$ cat config.mk
export PLATFORM = sky130hd
export DESIGN_NAME = temp_alarm
export DESIGN_NICKNAME = d
export VERILOG_FILES = /design/src/rtl/temp_pkg.sv /design/src/rtl/temp_avg.sv /design/src/rtl/temp_alarm.sv
export SDC_FILE = /design/constraint.sdc
export NUM_CORES = 1
export LEC_CHECK = 0
export ABC_AREA = 0
export CAP_MARGIN = 10
export CORE_MARGIN = 4
export CORE_UTILIZATION = 53
export DETAILED_ROUTE_END_ITERATION = 7
export PLACE_DENSITY = 0.79
export SLEW_MARGIN = 20
export SYNTH_ARGS = -nofsm -noshare
export SYNTH_HDL_FRONTEND = slang
export SYNTH_HIERARCHICAL = 1
export SYNTH_SLANG_ARGS = --single-unit
$ cat constraint.sdc
create_clock -name clk -period 2.6 [get_ports clk]
set_input_delay 0.52 -clock clk [delete_from_list [all_inputs] [get_ports clk]]
set_output_delay 0.52 -clock clk [all_outputs]
set_load 0.01 [all_outputs]
$ cat src/rtl/temp_pkg.sv
// Shared types and defaults for the temperature alarm stage.
// Thresholds are in raw ADC counts.
package temp_pkg;

    localparam int unsigned ADC_W        = 10;
    localparam int unsigned AVG_LOG2_DEF = 2;
    localparam int unsigned TH_HI_DEF    = 37;
    localparam int unsigned HYST_DEF     = 2;
    localparam int unsigned CONFIRM_DEF  = 3;
    localparam int unsigned CNT_W        = 4;

    typedef enum logic [1:0] {
        COOL    = 2'd0,
        TO_HOT  = 2'd1,
        HOT     = 2'd2,
        TO_COOL = 2'd3
    } state_t;

    localparam logic [1:0] LED_HOT  = 2'b01;
    localparam logic [1:0] LED_COOL = 2'b10;

    // Pending states keep the indication of the state they may leave.
    function automatic logic is_hot_state(input state_t s);
        return (s == HOT) || (s == TO_COOL);
    endfunction

endpackage

$ cat src/rtl/temp_avg.sv
// Block averager: sums 2^AVG_LOG2 accepted samples and emits their truncated
// mean with a one-cycle strobe.
module temp_avg
    import temp_pkg::*;
#(
    parameter int unsigned W        = ADC_W,
    parameter int unsigned AVG_LOG2 = AVG_LOG2_DEF
) (
    input  logic         clk,
    input  logic         rstc,
    input  logic [W-1:0] sample_in,
    input  logic         sample_valid,
    output logic [W-1:0] avg_out,
    output logic         avg_valid
);

    localparam int unsigned ACC_W   = W + AVG_LOG2;
    localparam int unsigned SCNT_W  = AVG_LOG2 + 1;
    localparam int unsigned LAST    = (1 << AVG_LOG2) - 1;

    logic [ACC_W-1:0]  acc_q;
    logic [ACC_W-1:0]  sum;
    logic [SCNT_W-1:0] scnt_q;
    logic [W-1:0]      avg_q;
    logic              avg_valid_q;

    // Partial sum never exceeds (2^AVG_LOG2)*(2^W-1), so ACC_W bits suffice.
    assign sum = acc_q + ACC_W'(sample_in);

    always_ff @(posedge clk) begin
        if (rstc) begin
            acc_q       <= '0;
            scnt_q      <= '0;
            avg_q       <= '0;
            avg_valid_q <= 1'b0;
        end else begin
            avg_valid_q <= 1'b0;
            if (sample_valid) begin
                if (scnt_q == SCNT_W'(LAST)) begin
                    avg_q       <= W'(sum >> AVG_LOG2);
                    avg_valid_q <= 1'b1;
                    acc_q       <= '0;
                    scnt_q      <= '0;
                end else begin
                    acc_q  <= sum;
                    scnt_q <= scnt_q + SCNT_W'(1);
                end
            end
        end
    end

    assign avg_out   = avg_q;
    assign avg_valid = avg_valid_q;

endmodule

$ cat src/rtl/temp_alarm.sv
// Debounced HOT/COOL classifier on block-averaged ADC samples, driving the
// board status LEDs and the alarm flag.
module temp_alarm
    import temp_pkg::*;
#(
    parameter int unsigned W        = ADC_W,
    parameter int unsigned AVG_LOG2 = AVG_LOG2_DEF,
    parameter int unsigned TH_HI    = TH_HI_DEF,
    parameter int unsigned HYST     = HYST_DEF,
    parameter int unsigned CONFIRM  = CONFIRM_DEF
) (
    input  logic         clk,
    input  logic         rstc,
    input  logic [W-1:0] sample_in,
    input  logic         sample_valid,
    output logic [W-1:0] avg_out,
    output logic         avg_valid,
    output logic [1:0]   led,
    output logic         alarm,
    output logic [1:0]   state_o
);

    localparam logic [W-1:0]     HOT_LIM  = W'(TH_HI);
    localparam logic [W-1:0]     COOL_LIM = W'(TH_HI - HYST);
    localparam logic [CNT_W-1:0] CONF_N   = CNT_W'(CONFIRM);

    state_t            state_q, state_d;
    logic [CNT_W-1:0]  cnt_q, cnt_d;
    logic [CNT_W-1:0]  cnt_inc;
    logic [1:0]        led_q, led_d;
    logic              alarm_q, alarm_d;
    logic              hot_ev;
    logic              cool_ev;

    temp_avg #(
        .W        (W),
        .AVG_LOG2 (AVG_LOG2)
    ) u_avg (
        .clk          (clk),
        .rstc         (rstc),
        .sample_in    (sample_in),
        .sample_valid (sample_valid),
        .avg_out      (avg_out),
        .avg_valid    (avg_valid)
    );

    // Strict compares: averages on either band edge are neutral.
    assign hot_ev  = avg_out > HOT_LIM;
    assign cool_ev = avg_out < COOL_LIM;
    assign cnt_inc = cnt_q + CNT_W'(1);

    always_ff @(posedge clk) begin
        if (rstc) begin
            state_q <= COOL;
            cnt_q   <= '0;
            led_q   <= LED_COOL;
            alarm_q <= 1'b0;
        end else begin
            state_q <= state_d;
            cnt_q   <= cnt_d;
            led_q   <= led_d;
            alarm_q <= alarm_d;
        end
    end

    always_comb begin
        state_d = state_q;
        cnt_d   = cnt_q;
        led_d   = led_q;
        alarm_d = alarm_q;

        if (avg_valid) begin
            case (state_q)
                COOL: begin
                    if (hot_ev) begin
                        cnt_d   = CNT_W'(1);
                        state_d = (CONFIRM == 1) ? HOT : TO_HOT;
                    end else begin
                        cnt_d = '0;
                    end
                end
                TO_HOT: begin
                    if (hot_ev) begin
                        if (cnt_inc == CONF_N) begin
                            state_d = HOT;
                            cnt_d   = '0;
                        end else begin
                            cnt_d = cnt_inc;
                        end
                    end else begin
                        state_d = COOL;
                        cnt_d   = '0;
                    end
                end
                HOT: begin
                    if (cool_ev) begin
                        cnt_d   = CNT_W'(1);
                        state_d = (CONFIRM == 1) ? COOL : TO_COOL;
                    end
                end
                TO_COOL: begin
                    if (cool_ev) begin
                        if (cnt_inc == CONF_N) begin
                            state_d = COOL;
                            cnt_d   = '0;
                        end else begin
                            cnt_d = cnt_inc;
                        end
                    end else begin
                        state_d = HOT;
                        cnt_d   = '0;
                    end
                end
                default: begin
                    state_d = COOL;
                    cnt_d   = '0;
                end
            endcase

            led_d   = is_hot_state(state_d) ? LED_HOT : LED_COOL;
            alarm_d = is_hot_state(state_d);
        end
    end

    assign led     = led_q;
    assign alarm   = alarm_q;
    assign state_o = state_q;

endmodule

==> results of run 1 <==
[sequential cells by signal, indices dropped and copies added (netlist names)]
name and cells:
cnt_q 4, u_avg/avg_valid 1, state_o 2, led 1, u_avg/avg_out 10, u_avg/scnt_q 3, u_avg/acc_q 12
[path summary, 6_finish.rpt]
kind                                         to  cells past startpoint  slack [ns]
worst min-delay path            u_avg/acc_q[11]                      1        0.50
worst max-delay path             u_avg/acc_q[8]                      9        0.25
worst min register to register  u_avg/acc_q[11]                      1        0.50
worst max register to register   u_avg/acc_q[8]                      8        0.54
[per-layer routing]
| layer | vias up | routed length (um) | track usage |
|---|---|---|---|
| li1 | 919 | - | - |
| met5 | - | 0 | 0 |
| met2 | 49 | 2090 | 0.351 |
| met3 | 8 | 274 | 0.0394 |
| met1 | 835 | 1900 | 0.259 |
| met4 | 0 | 67 | 0.0893 |
[placed cells by master, fill, tap and decap left out, types with 3 or more instances in the layout]
master	count
a211oi_1	5
a21o_1	4
a21oi_1	22
a22o_1	6
a22oi_1	3
and3_1	4
buf_4	16
clkbuf_4	5
clkdlybuf4s50_1	28
dfxtp_1	33
ha_1	13
inv_1	8
mux2i_1	4
nand2_1	20
nand2b_1	3
nand3_1	4
nor2_1	22
nor3_1	5
nor4_1	3
o211ai_1	5
o21ai_0	7
xnor2_1	5
xor2_1	5
[kinds of logic after synthesis]
family | after synthesis | share of synthesized area
buffers and inverters | 17 | 0.0379
multiplexers | 4 | 0.0209
XOR/XNOR | 10 | 0.0457
AND/OR/NAND/NOR | 75 | 0.203
adder cells (fa/ha/maj) | 14 | 0.0954
AO/OA/AOI/OAI | 71 | 0.252
flip-flops | 33 | 0.345
[area by class of cell]
class / count / area [um^2]
Clock buffer: 7 / 55.1
Multi-Input combinational cell: 174 / 1180
Fill cell: 289 / 1000
Tap cell: 46 / 57.6
Sequential cell: 33 / 661
Inverter: 8 / 30.0
Timing Repair Buffer: 44 / 400
Clock inverter: 1 / 30.0
[synthesized netlist by cell type, types with 5 or more instances]
| master | instances | area share |
|---|---|---|
| dfxtp_1 | 33 | 0.35 |
| a21oi_1 | 22 | 0.058 |
| nor2_1 | 22 | 0.043 |
| nand2_1 | 20 | 0.039 |
| ha_1 | 13 | 0.085 |
| inv_1 | 8 | 0.016 |
| o21ai_0 | 7 | 0.018 |
| a22o_1 | 6 | 0.027 |
| a211oi_1 | 5 | 0.020 |
| clkbuf_1 | 5 | 0.0098 |
| nor3_1 | 5 | 0.013 |
| o211ai_1 | 5 | 0.020 |
| xnor2_1 | 5 | 0.023 |
| xor2_1 | 5 | 0.023 |
[through the flow]
stage	utilization	setup WS, ns	power, W	cell area (um^2)
after floorplan	-	0.299	0.000758	1910
after global placement	0.682	-0.0773	0.000858	2330
after detailed placement	0.682	-0.0966	0.000864	2330
after CTS	0.707	0.277	0.00128	2410
after global routing	0.707	0.149	0.00134	2410
final	0.707	0.250	0.00127	2410
[power by group through the flow]
stage / combinational (W) / sequential, W / clock, W
global placement: 0.000296 / 0.000562 / 0
global route: 0.000339 / 0.000556 / 0.000442
finish: 0.000310 / 0.000552 / 0.000406
CTS: 0.000305 / 0.000551 / 0.000421
detailed placement: 0.000302 / 0.000563 / 0
floorplan: 0.000200 / 0.000559 / 0
==> impl_metrics.py, run 1 <==
metrics = {
    "status": {
        "outcome": "finished clean",
    },
    "pwr": {
        "power.density_nw_per_um2": 525,
        "p_leak_nw": 0.962,
        "pwr-share-clk": 0.320,
        "comb_power_share": 0.244,
        "switching_share": 0.285,
        "switching_power_w": 0.000362,
        "internal-power_w": 0.000906,
        "peakVddDrop_v": 0.000393,
        "seq_power_share": 0.435,
    },
    "routing": {
        "drt-vias-per-instance": 5.79,
        "routed_wl_um": 4330,
        "drt-pass1-iter-count": 4,
        "drt_iter0_markers": 113,
        "wl_per_cell_um": 13.8,
        "drc_errors": 0,
        "antenna_left": 0,
        "num_vias": 1811,
    },
    "sta": {
        "slew_violations": 0,
        "worst_pin_slew_ns": 0.530,
        "finalSetupViolCount": 0,
        "tns_ns": 0,
        "holdWs_ns": 0.496,
        "period_share": 0.904,
        "slew_headroom": 0.643,
        "fmax_mhz": 425,
        "rsz0062_at_grt": "no",
        "finalHoldViolCount": 0,
        "layout_min_cycle_time_ns": 2.35,
        "skew_ns": 0.00547,
    },
    "cells_and_area": {
        "antenna_cells": 0,
        "nNetsFinal": 293,
        "post_layout_nonfiller_instances": 313,
        "area_growth_pct": 26.1,
        "drive_gt1_frac": 0.109,
    },
    "global_routing": {
        "antenna_found_initial": 0,
        "grt_pass1_wl_um": 7210,
        "grt_pass1_vias": 1611,
        "track_usage": 0.209,
        "gr-total-overflow": 0,
        "grt_max_degree": 14,
    },
    "placement": {
        "dp.cells": 305,
        "io_buffers": 28,
        "gp_congestion": 0.849,
        "place_hpwl_um": 3320,
    },
    "worst_hold_path": {
        "hold_class": "flop to flop",
        "hold_start": "u_avg/acc_q[11]",
    },
    "synth": {
        "netlist_area_um2": 1910,
        "yosysUniqueCellTypes": 51,
        "synthArstFlopShare": 0,
        "ys_seq_area_frac": 0.345,
        "synth_edf_count": 0,
        "syn_nets": 251,
        "synth_flop_cell": "dfxtp_1",
        "syn-instance-count": 224,
        "syn_area_per_cell_um2": 8.55,
        "ys_ff_latch": 33,
        "yosysWarningCount": 6,
    },
    "floorplan": {
        "dieArea_um2": 4640,
        "core_um2": 3420,
        "die_h_um": 68.1,
        "rows": 21,
        "chipWidth_um": 68.1,
        "ios": 29,
        "initial_core_util": 0.560,
    },
    "setup_path": {
        "crit_fanout": 2,
        "end_kind": "flop",
        "cp_slowest_cell": "clkdlybuf4s50_1",
        "crit_required_ns": 2.84,
        "start_kind": "input pin",
        "critPathMaxStageDelay_ns": 0.41,
        "timing.rr.start": "u_avg/acc_q[0]",
        "worstPathArrival_ns": 2.59,
        "critical-path-top-delay-family": "compound AO/OA/AOI/OAI gates",
        "path_cells": "clkdlybuf4s50_1, ha_1, fa_1, a211oi_1, o21ai_1, a21boi_0, buf_4, xnor2_1, a22o_1",
        "critPathKind": "input pin to flop",
        "path_buf_inv": 2,
        "crit_start": "sample_in[0]",
    },
    "clock_network": {
        "clkSinkCount": 33,
        "ctsHoldBuffers": 0,
        "post_cts_buffers": 0,
        "worstSkewPairLatency_ns": 0.34,
        "cts-buffers-inserted": 5,
        "cts_tree": "built",
        "clk_pin_slew_ns": 0.10,
        "cts_buffer_depth": 2,
        "cts_root_buf": "clkbuf_4",
        "htree_levels": 2,
        "post_cts_resized": 0,
    },
    "job": {
        "maxCapViolations": 0,
    },
}
No activity file was read; power rests on OpenSTA's default activity.
==> inputs of run 2 (changes only) <==
Settings changed: ABC_AREA 0 to 1, CORE_ASPECT_RATIO set to 1.25, CORE_UTILIZATION 53 to 55, PLACE_DENSITY 0.79 to 0.8.
==> run 2 against run 1 <==
Net effect:
- via count increased by 16%
- final area increased by 6.3%
- wire length increased by 12%
- cell count increased by 36%
- critical path depth increased by 2
- clock skew decreased by 0.0030 ns
- largest cell class unchanged
- register-to-register slack improved by 0.32 ns
- sequential power about the same
==> impl_metrics.py, run 2 <==
metrics = {
    "status": {
        "outcome": "finished clean",
    },
    "worst_hold_path": {
        "hold_class": "flop to flop",
        "hold_start": "u_avg/scnt_q[2]",
    },
    "global_routing": {
        "antenna_found_initial": 0,
        "gr-total-overflow": 0,
        "grt_pass1_wl_um": 8340,
        "grt_pass1_vias": 1952,
        "track_usage": 0.210,
        "grt_max_degree": 28,
    },
    "clock_network": {
        "htree_levels": 2,
        "cts_buffer_depth": 2,
        "clk_pin_slew_ns": 0.07,
        "ctsHoldBuffers": 0,
        "cts-buffers-inserted": 5,
        "cts_root_buf": "clkbuf_8",
        "clkSinkCount": 33,
        "worstSkewPairLatency_ns": 0.28,
        "post_cts_buffers": 0,
        "post_cts_resized": 0,
        "cts_tree": "built",
    },
    "routing": {
        "drc_errors": 0,
        "routed_wl_um": 4830,
        "num_vias": 2109,
        "met3_length_um": 160,
        "drt_iter0_markers": 74,
        "drt-vias-per-instance": 4.96,
        "antenna_left": 0,
        "met2_length_um": 2440,
        "wl_per_cell_um": 11.4,
        "routed.top_layer": "met4",
        "wl_met1_um": 2050,
        "drt-pass1-iter-count": 4,
    },
    "synth": {
        "synth_edf_count": 0,
        "synthArstFlopShare": 0,
        "synthTopCellsByArea": "dfxtp_1 31%, nand2_1 18%, inv_1 9.2%",
        "synth_top_family_by_area": "simple AND/OR/NAND/NOR gates",
        "yosysTopAreaCell": "dfxtp_1",
        "synthXorXnorAreaFrac": 0.0203,
        "yosysUniqueCellTypes": 29,
        "synth_adder_area_share": 0.0845,
        "synthSimpleGateAreaFrac": 0.370,
        "netlist_area_um2": 2160,
        "yosysWarningCount": 6,
        "ys_seq_area_frac": 0.306,
        "synth_most_common_cell": "nand2_1",
        "synth_top_area_frac": 0.306,
        "synth_flop_cell": "dfxtp_1",
        "syn_area_per_cell_um2": 6.34,
        "syn-instance-count": 341,
        "syn_nets": 368,
        "ys_ff_latch": 33,
        "netlist_top_cells_count": "101 x nand2_1, 53 x inv_1, 41 x nor2_1",
        "synth-compound-area-share": 0.106,
        "synthMuxAreaShare": 0,
    },
    "placement": {
        "dp_slack_ns": 0.230,
        "dp.cells": 417,
        "io_buffers": 28,
        "gp_congestion": 0.968,
        "place_hpwl_um": 3830,
    },
    "sta": {
        "rsz0062_at_grt": "no",
        "finalHoldViolCount": 0,
        "slew_headroom": 0.687,
        "worst_pin_slew_ns": 0.469,
        "post-route-worst-setup-slack_ns": 0.509,
        "period_share": 0.804,
        "skew_ns": 0.00250,
        "fmax_mhz": 478,
        "tns_ns": 0,
        "finalSetupViolCount": 0,
        "slew_violations": 0,
        "holdWs_ns": 0.460,
        "layout_min_cycle_time_ns": 2.09,
    },
    "pwr": {
        "p_leak_nw": 1.29,
        "peakVddDrop_v": 0.000332,
        "power.density_nw_per_um2": 476,
    },
    "floorplan": {
        "chipWidth_um": 64.1,
        "ios": 29,
        "dieArea_um2": 5000,
        "rows": 25,
        "die_h_um": 78.1,
        "core_um2": 3780,
        "initial_core_util": 0.571,
    },
    "setup_path": {
        "cp_common_cell": "nand2_1",
        "critPathKind": "input pin to flop",
        "worstPathArrival_ns": 2.27,
        "critPathMaxStageDelay_ns": 0.44,
        "crit_fanout": 3,
        "crit_required_ns": 2.78,
        "path_cells": "clkdlybuf4s50_1, ha_1, fa_1, nand2_1, nand3_2, nand3_1, nand2_1, nand2_1, nand2_1, o21ai_1, inv_1",
        "cp_slowest_cell": "fa_1",
        "start_kind": "input pin",
        "end_kind": "flop",
        "timing.rr.start": "u_avg/acc_q[0]",
        "crit_start": "sample_in[0]",
    },
    "cells_and_area": {
        "antenna_cells": 0,
        "top_register": "u_avg/acc_q",
        "utilization": 0.678,
        "final_cell_mix": "101 x nand2_1, 53 x inv_1, 41 x nor2_1, 33 x dfxtp_1, 28 x clkdlybuf4s50_1",
        "nNetsFinal": 397,
        "drive_gt1_frac": 0.0809,
        "area_growth_pct": 18.7,
        "post_layout_nonfiller_instances": 425,
        "final_common_cell": "nand2_1",
        "largest_register_ffs": 12,
    },
    "job": {
        "maxCapViolations": 0,
    },
}
-- run 2: power by group --
| part | total (W) | internal (W) | switching (W) |
|---|---|---|---|
| clock | 0.000368 | 0.000185 | 0.000183 |
| combinational | 0.000300 | 0.000118 | 0.000182 |
| sequential | 0.000554 | 0.000533 | 0.0000207 |
-- run 2: final timing paths --
path                                         end  slack, ns  cells past startpoint
worst max-delay path            u_avg/avg_out[6]       0.51                     11
worst min-delay path             u_avg/scnt_q[2]       0.46                      2
worst max register to register  u_avg/avg_out[6]       0.86                     10
worst min register to register   u_avg/scnt_q[2]       0.46                      2
-- run 2: kinds of logic after synthesis --
family                     Yosys count
adders and majority gates           14
and+or+nand+nor                    185
AOI/OAI and AO/OA                   41
buffers and inverters               63
xor gates and xnor gates             5
DFF                                 33
-- run 2: critical path, delay by kind of cell --
kind	cells	cell delay, ns
AO/OA/AOI/OAI	1	0.12
adder cells (fa/ha/maj)	2	0.71
buffers and inverters	2	0.45
AND/OR/NAND/NOR	6	0.46
-- run 2: cell type report --
| class | instances | area, um^2 |
|---|---|---|
| Inverter | 55 | 206 |
| Timing Repair Buffer | 30 | 295 |
| Fill cell | 345 | 1220 |
| Tap cell | 54 | 67.6 |
| Clock inverter | 2 | 10.0 |
| Clock buffer | 6 | 72.6 |
| Sequential cell | 33 | 661 |
| Multi-Input combinational cell | 245 | 1250 |
-- run 2: metal layers --
metal / vias to the layer above / track usage
met5: - / 0
met4: 0 / 0.114
met3: 12 / 0.0358
met2: 46 / 0.373
met1: 933 / 0.234
li1: 1118 / -
-- run 2: metrics by stage --
stage	total power, W	cell area [um^2]
global route	0.00130	2570
finish	0.00122	2570
detailed placement	0.000863	2480
global placement	0.000858	2480
CTS	0.00123	2570
floorplan	0.000779	2160
==> inputs of run 3 (changes only) <==
Clock period 2.6 ns to 2.15 ns, I/O delays scaled along.
==> run 3 against run 2 <==
Net effect:
- worst setup slack worse by 0.33 ns
- power increased by 21%
- cell count is 0.71% higher
- largest cell class unchanged
==> impl_metrics.py, run 3 (synthesis results as in run 2) <==
metrics = {
    "global_routing": {
        "grt_pass1_vias": 2059,
        "gr-total-overflow": 0,
        "grt_max_degree": 28,
        "track_usage": 0.204,
        "grt_pass1_wl_um": 8390,
        "antenna_found_initial": 0,
    },
    "floorplan": {
        "rows": 25,
        "dieArea_um2": 5000,
        "initial_core_util": 0.571,
        "die_h_um": 78.1,
        "ios": 29,
        "chipWidth_um": 64.1,
        "core_um2": 3780,
    },
    "routing": {
        "drc_errors": 0,
        "antenna_left": 0,
        "drt-pass1-iter-count": 4,
        "routed_wl_um": 4750,
        "wl_per_cell_um": 11.1,
        "drt_iter0_markers": 85,
        "num_vias": 2148,
        "drt-vias-per-instance": 5.02,
    },
    "setup_path": {
        "r2r_cells": 9,
        "timing.rr.start": "u_avg/acc_q[0]",
        "r2r_slack_ns": 0.45,
        "path_buf_inv": 3,
        "crit_fanout": 2,
        "worstPathArrival_ns": 2.14,
        "cp_num_cells": 10,
        "reg2reg_to": "u_avg/avg_out[8]",
        "path_cells": "clkdlybuf4s50_1, ha_1, fa_1, buf_4, nand3_1, nand3_1, nand2_1, nand2_1, o21ai_0, inv_1",
        "crit_start": "sample_in[0]",
        "critPathMaxStageDelay_ns": 0.40,
        "start_kind": "input pin",
        "critical-path-top-delay-family": "adder cells",
        "critPathKind": "input pin to flop",
        "crit_required_ns": 2.32,
        "endpoint": "u_avg/avg_out[8]",
        "end_kind": "flop",
        "cp_slowest_cell": "clkdlybuf4s50_1",
    },
    "clock_network": {
        "cts_buffer_depth": 2,
        "worstSkewPairLatency_ns": 0.28,
        "cts-buffers-inserted": 5,
        "htree_levels": 2,
        "post_cts_resized": 0,
        "ctsHoldBuffers": 0,
        "cts_tree": "built",
        "cts_root_buf": "clkbuf_8",
        "post_cts_buffers": 0,
        "clkSinkCount": 33,
        "clk_pin_slew_ns": 0.06,
    },
    "cells_and_area": {
        "largest_register_ffs": 12,
        "top_register": "u_avg/acc_q",
        "area_growth_pct": 19.8,
        "post_layout_nonfiller_instances": 428,
        "utilization": 0.684,
        "antenna_cells": 0,
        "final_cell_mix": "101 x nand2_1, 53 x inv_1, 41 x nor2_1, 33 x dfxtp_1, 28 x clkdlybuf4s50_1",
        "final_common_cell": "nand2_1",
        "nNetsFinal": 400,
        "drive_gt1_frac": 0.0882,
    },
    "pwr": {
        "internal-power_w": 0.00102,
        "peakVddDrop_v": 0.000362,
        "pwr-share-clk": 0.296,
        "p_total_w": 0.00148,
        "switching_share": 0.314,
        "switching_power_w": 0.000465,
        "p_leak_nw": 1.30,
        "power.density_nw_per_um2": 572,
        "seq_power_share": 0.452,
        "comb_power_share": 0.253,
    },
    "status": {
        "outcome": "finished clean",
    },
    "sta": {
        "layout_min_cycle_time_ns": 1.97,
        "finalHoldViolCount": 0,
        "period_share": 0.916,
        "rsz0062_at_grt": "no",
        "fmax_mhz": 508,
        "finalSetupViolCount": 0,
        "slew_violations": 0,
        "worst_pin_slew_ns": 0.471,
        "slew_headroom": 0.686,
        "skew_ns": 0.00542,
    },
    "placement": {
        "gp_congestion": 0.907,
        "io_buffers": 28,
        "dp.cells": 420,
        "place_hpwl_um": 3660,
    },
    "worst_hold_path": {
        "hold_class": "flop to flop",
    },
    "job": {
        "maxCapViolations": 0,
    },
}
[run 3: power groups by stage]
| stage | clock [W] | combinational [W] | sequential, W |
|---|---|---|---|
| after floorplan | 0 | 0.000262 | 0.000680 |
| after global placement | 0 | 0.000361 | 0.000682 |
| after detailed placement | 0 | 0.000368 | 0.000683 |
| after CTS | 0.000454 | 0.000371 | 0.000669 |
| after global routing | 0.000490 | 0.000426 | 0.000674 |
| final | 0.000438 | 0.000374 | 0.000669 |
[run 3: worst register-to-register path: cells and delay by family (launching register included)]
kind	cells	cell delay, ns
fa+ha+maj	2	0.61
flops	1	0.31
simple gates	4	0.31
buf+inv	2	0.21
compound gates	1	0.17
[run 3: layout make-up]
| cell class | count | area [um^2] |
|---|---|---|
| clock inverter | 2 | 10.0 |
| sequential | 33 | 661 |
| tap | 54 | 67.6 |
| inverter | 55 | 206 |
| clock buffer | 6 | 72.6 |
| fill | 342 | 1190 |
| timing repair buffer | 33 | 318 |
| multi-input combinational | 245 | 1250 |
[run 3: stage by stage]
| stage | TNS [ns] | hold slack, ns | setup WS (ns) | area (um^2) |
|---|---|---|---|---|
| detailed placement | -0.196 | 0.440 | -0.0495 | 2510 |
| global route | 0 | 0.473 | 0.0735 | 2590 |
| CTS | 0 | 0.452 | 0.212 | 2590 |
| global placement | -0.0353 | 0.438 | -0.0155 | 2510 |
| finish | 0 | 0.448 | 0.181 | 2590 |
| floorplan | 0 | 0.427 | 0.402 | 2160 |
[run 3: layer usage]
| layer | GRT usage | routed length [um] |
|---|---|---|
| met1 | 0.208 | 1920 |
| met2 | 0.397 | 2500 |
| met3 | 0.0300 | 196 |
| met4 | 0.0950 | 133 |
| met5 | 0 | 0 |
[run 3: worst min path at each step]
stage / from / to / slack, ns / cells past startpoint
after floorplan: u_avg/scnt_q[2] / u_avg/scnt_q[2] / 0.43 / 2
after global placement: u_avg/scnt_q[2] / u_avg/scnt_q[2] / 0.44 / 2
after detailed placement: u_avg/scnt_q[2] / u_avg/scnt_q[2] / 0.44 / 2
after CTS: u_avg/scnt_q[2] / u_avg/scnt_q[2] / 0.45 / 2
after global routing: u_avg/scnt_q[2] / u_avg/scnt_q[2] / 0.47 / 2
final: u_avg/scnt_q[2] / u_avg/scnt_q[2] / 0.45 / 2
